[src/rtl/am_bip_tx.sv]
// Multi-lane TX alignment-marker inserter with per-lane BIP3/BIP7 parity.
// Sits between the scrambler and the gearbox. Every GAP_N accepted data
// blocks it emits one 66b marker per lane and stalls upstream for that cycle.
module am_bip_tx #(
  parameter int unsigned                LANE_N     = 4,
  parameter int unsigned                HEAD_W     = 2,
  parameter int unsigned                DATA_W     = 64,
  parameter int unsigned                GAP_N      = 16383,
  parameter logic [HEAD_W-1:0]          HEAD_AM    = HEAD_W'(2'b01),
  parameter logic [LANE_N*24-1:0]       MARKER_ENC = (LANE_N*24)'({24'h3d79a2, 24'h9b65c5,
                                                                   24'he6c4f0, 24'h477690})
) (
  input  logic                       clk,
  input  logic                       reset,
  input  logic                       am_en_i,
  input  logic                       in_valid_i,
  output logic                       in_ready_o,
  input  logic [LANE_N*HEAD_W-1:0]   head_i,
  input  logic [LANE_N*DATA_W-1:0]   data_i,
  output logic                       out_valid_o,
  output logic                       marker_v_o,
  output logic [LANE_N*HEAD_W-1:0]   head_o,
  output logic [LANE_N*DATA_W-1:0]   data_o
);

  localparam int unsigned CNT_W = $clog2(GAP_N + 1);
  localparam int unsigned BLK_W = HEAD_W + DATA_W;

  // Interleaved parity: bit k of the block (k>=2) folds into p[(k-2) mod 8];
  // the two header bits fold into p[3] and p[4].
  function automatic logic [7:0] block_bip(input logic [BLK_W-1:0] b);
    logic [7:0] p;
    logic [2:0] idx;
    p = '0;
    for (int k = 2; k < BLK_W; k++) begin
      idx    = 3'((k - 2) % 8);
      p[idx] = p[idx] ^ b[k];
    end
    p[3] = p[3] ^ b[0];
    p[4] = p[4] ^ b[1];
    return p;
  endfunction

  // Marker payload for one lane: M0,M1,M2,BIP3,~M0,~M1,~M2,BIP7 from byte 0 up.
  function automatic logic [63:0] marker_word(input logic [23:0] enc, input logic [7:0] bip3);
    return {~bip3, ~enc[23:16], ~enc[15:8], ~enc[7:0], bip3, enc[23:16], enc[15:8], enc[7:0]};
  endfunction

  logic [CNT_W-1:0]              cnt;
  logic [LANE_N-1:0][7:0]        bip_q;
  logic                          pend;
  logic                          accept;
  logic [LANE_N*HEAD_W-1:0]      marker_head;
  logic [LANE_N*DATA_W-1:0]      marker_data;
  logic [LANE_N-1:0][7:0]        marker_bip;
  logic [LANE_N-1:0][7:0]        data_bip;

  // Marker is owed once GAP_N blocks have gone by in marker mode.
  assign pend       = am_en_i & (cnt == CNT_W'(GAP_N));
  assign in_ready_o = ~pend;
  assign accept     = in_valid_i & ~pend;

  // Per-lane marker image, its own parity, and running parity for a data block.
  always_comb begin
    marker_head = '0;
    marker_data = '0;
    marker_bip  = '0;
    data_bip    = '0;
    for (int l = 0; l < LANE_N; l++) begin
      marker_head[l*HEAD_W +: HEAD_W] = HEAD_AM;
      marker_data[l*DATA_W +: DATA_W] = DATA_W'(marker_word(MARKER_ENC[l*24 +: 24], bip_q[l]));
      marker_bip[l] = block_bip({marker_data[l*DATA_W +: DATA_W], HEAD_AM});
      data_bip[l]   = bip_q[l] ^ block_bip({data_i[l*DATA_W +: DATA_W], head_i[l*HEAD_W +: HEAD_W]});
    end
  end

  // Output register, gap counter and BIP accumulators.
  always_ff @(posedge clk) begin
    if (reset) begin
      out_valid_o <= 1'b0;
      marker_v_o  <= 1'b0;
      head_o      <= '0;
      data_o      <= '0;
      cnt         <= '0;
      bip_q       <= '0;
    end else if (pend) begin
      // Marker goes out regardless of upstream; it opens the next BIP period.
      out_valid_o <= 1'b1;
      marker_v_o  <= 1'b1;
      head_o      <= marker_head;
      data_o      <= marker_data;
      cnt         <= '0;
      bip_q       <= marker_bip;
    end else begin
      marker_v_o <= 1'b0;
      if (accept) begin
        out_valid_o <= 1'b1;
        head_o      <= head_i;
        data_o      <= data_i;
        if (am_en_i) begin
          cnt   <= cnt + CNT_W'(1);
          bip_q <= data_bip;
        end
      end else begin
        out_valid_o <= 1'b0;
      end
      // Pass-through mode keeps the period parked at its start.
      if (!am_en_i) begin
        cnt   <= '0;
        bip_q <= '0;
      end
    end
  end

endmodule

[config.mk]
export PLATFORM = sky130hd
export DESIGN_NAME = am_bip_tx
export DESIGN_NICKNAME = d
export VERILOG_FILES = /design/src/rtl/am_bip_tx.sv
export SDC_FILE = /design/constraint.sdc
export NUM_CORES = 1
export LEC_CHECK = 0
export ABC_AREA = 1
export CAP_MARGIN = 20
export CORE_AREA = 2 2 205 207
export CTS_CLUSTER_DIAMETER = 120
export CTS_CLUSTER_SIZE = 10
export DETAILED_ROUTE_END_ITERATION = 7
export DIE_AREA = 0 0 207 209
export GPL_TIMING_DRIVEN = 0
export PLACE_DENSITY = 0.8
export SETUP_SLACK_MARGIN = 0.5
export SYNTH_ARGS = -nofsm -noshare
export SYNTH_HDL_FRONTEND = slang
export SYNTH_SLANG_ARGS = --single-unit
[constraint.sdc]
create_clock -name clk -period 2.2 [get_ports clk]
set_input_delay 0.22 -clock clk [delete_from_list [all_inputs] [get_ports clk]]
set_output_delay 0.22 -clock clk [all_outputs]
set_load 0.01 [all_outputs]
==> results.toml, run 1 <==
[run_status]
status = "completed"

[pwr]
p_total_mw = 15.3
ir_worst_vdd_mv = 0.467
power_density_nw_per_um2 = 643
power.leakage_nw = 10.6

[final_layout]
antenna_cells = 0
synthToLayoutAreaGrowth_pct = 51.7
finalNetCount = 3238
drive_above_1_share_pct = 7.30
design_area_um2 = 23800
final_util_pct = 57.6

[clocking]
cts_sinks = 312
clk_latency_ps = 550
h-tree-depth = 2
cts_tree = "yes"
cts_inserted_buffers = 37
cts_root_buffer = "clkbuf_16"
cts_max_path_buffers = 3
path_clk_slew_ps = 60

[timing]
clock.fmax_ghz = 0.474
slew_violations = 0
setup_violations = 0
layout_min_cycle_time_ps = 2110
setup_tns_ps = 0
rsz0062_at_grt = "true"
final_hold_viol_count = 0
slew_headroom_pct = 18.6
period_share_pct = 95.8
skew_ps = 18.7
worst_pin_slew_ps = 1220

[detailed_routing]
drtIter0Drc = 1401
antenna_left = 0
viasPerCell = 5.24
drc = 0
vias = 18400
wl_per_cell_um = 21.2
dr.pass1.iters = 6
wirelength_um = 74400

[floorplanning]
die_w_um = 207
chipHeight_um = 209
start_util_pct = 38.0
die_area_um2 = 43300
io_pins = 535
coreArea_um2 = 41300
fp-row-count = 75

[synth]
synthDistinctLibCells = 34
synth_top_cell_by_area = "dfxtp_1"
netlist_top_cells_count = "nand2_1, dfxtp_1, inv_1"
yosys-top-cells-area = "dfxtp_1, nand2_1, inv_1, nor2_1, nand3_1"
ys_warn_count = 0
syn_area_um2 = 15700
ys_ff_latch = 312
seq_area_frac_synth_pct = 39.9
syn_inst = 2355
async_reset_ff_share_pct = 0
synth_edf_count = 0
synthFlopType = "dfxtp_1"
synth.avg_cell_area_um2 = 6.65
synth_top_area_share_pct = 39.9
synth.most_common_cell = "nand2_1"
synthesis.nets = 2624

[critical_path]
cp_max_fo = 4
cp-start-kind = "flip-flop"
cpPeakStageDelay_ps = 330
worst_ep_required_time_ps = 2650
crit_top_cell = "buf_6"
end_kind = "flip-flop"
worst-path-buf-inv = 12
slowest_stage = "dfxtp_2"
crit_family = "buffers and inverters"
worstPathArrival_ps = 2560
worstPathCellList = "ha_4 > inv_4 > nor2_4 > nand2_2 > nor2_4 > buf_6 > buf_4 > buf_6 > buf_6 > buf_6 > buf_6 > buf_6 > buf_6 > buf_6 > buf_6 > nand2_4 > nand2_2 > inv_2 > nor2_1"
crit_type = "reg -> reg"

[placement]
place.gp.congestion = 0.892
port_buffers = 532
dp_hpwl_um = 54500
place_area_um2 = 21700

[grt]
overflow = 0
grt.total_usage_pct = 32.2
antenna_found_initial = 2
grt_max_degree = 11
busiest_layer = "met2"
grt_pass1_vias = 17400
met1_usage_pct = 39.0
met2_usage_pct = 55.9
gr-usage-met3_pct = 6.60
grt_pass1_wl_um = 106000

[hold_path]
min_path_type = "in -> reg"

[run]
maxCapViolCount = 0
## worst reg2reg max path, delay by kind of cell, from the launching register on
kind	cells	cell delay [ps]
fa+ha+maj	1	170
simple gates	6	360
buf+inv	12	1140
flops	1	330
## metal layers
layer / part of all wire (%) / wire length [um] / vias up
met5: 0.035 / 26 / -
met4: 4.4 / 3310 / 4
met3: 8.3 / 6200 / 176
met2: 47 / 35200 / 909
met1: 40 / 29700 / 8586
li1: - / - / 8703
## power by group
part	switching, mW	internal [mW]	total (mW)	leakage, nW
combinational	1.86	1.65	3.51	7.49
sequential	0.213	6.00	6.21	2.58
clock	2.44	3.12	5.56	0.490
total	4.51	10.8	15.3	10.6
## flip-flops by register name, summed over array words and instances, names as in the netlist
signal	flops
data_o	256
out_valid_o	1
head_o	8
bip_q	32
cnt	14
marker_v_o	1
## path summary, 6_finish.rpt
path                      startpoint  cells past startpoint  slack, ps                 endpoint
max reg2reg      cnt[1]$_SDFFE_PP0N_                     19         90     cnt[12]$_SDFFE_PP0N_
min reg2reg  data_o[61]$_SDFFE_PP0P_                      2        470  data_o[61]$_SDFFE_PP0P_
max              cnt[1]$_SDFFE_PP0N_                     19         90     cnt[12]$_SDFFE_PP0N_
min                       data_i[50]                      3        270  data_o[50]$_SDFFE_PP0N_
## placed cells by master, fill, tap and decap left out, drive strengths merged, types with 3 or more instances in the layout
cell,n
nand4,18
xnor2,56
nor3,102
nand3,152
o21ai,124
xor2,18
nand2,742
nor2,220
clkdlybuf4s50,531
nand3b,26
clkinv,3
nand2b,9
inv,255
or2,15
buf,102
clkbuf,94
dfxtp,312
o211ai,12
a21oi,127
a211oi,48
## what timing repair did
item | CTS | global route
buffers inserted | 22 | 8
endpoints found under the setup margin | 374 | 422
hold buffers | 0 | 0
resized for setup | 79 | 91
pin swaps | 7 | 18
gates cloned | 1 | 12
## final cells by class
cell class	instances	area [um2]
Clock inverter	2	17.5
Buffer	114	1020
Clock buffer	39	976
Multi-Input combinational cell	1672	7880
Fill cell	3807	17500
Sequential cell	312	6260
Timing Repair Buffer	575	5950
Inverter	257	1000
Tap cell	539	674
## cells by family (layout without fill, tap and decap cells)
kind of cell,after synthesis,in the layout,share of synthesized area [%]
AO/OA/AOI/OAI,312,312,11.0
XOR/XNOR,74,74,4.14
adder cells (fa/ha/maj),1,1,0.0798
buffers and inverters,371,987,10.6
flip-flops,312,312,39.9
AND/OR/NAND/NOR,1285,1285,34.4
## metrics by stage
stage / instances / setup slack, ps / hold slack [ps]
2_1_floorplan: 2355 / 503 / 353
3_3_place_gp: 3426 / -1040 / 449
3_5_place_dp: 3426 / -1070 / 456
4_1_cts: 3490 / 90.1 / 245
5_1_grt: 3510 / 53.7 / 272
6_report: 3510 / 92.3 / 266
Note: power is estimated with default switching activity, not from simulation.
==> run 2, diff against run 1 <==
--- a/config.mk
+++ b/config.mk
@@ -8,7 +8,7 @@
 export ABC_AREA = 1
 export CAP_MARGIN = 20
 export CORE_AREA = 2 2 205 207
-export CTS_CLUSTER_DIAMETER = 120
+export CTS_CLUSTER_DIAMETER = 100
 export CTS_CLUSTER_SIZE = 10
 export DETAILED_ROUTE_END_ITERATION = 7
 export DIE_AREA = 0 0 207 209
==> results of run 2 <==
The final DEF is identical to that of run 1; final timing and power are the same.
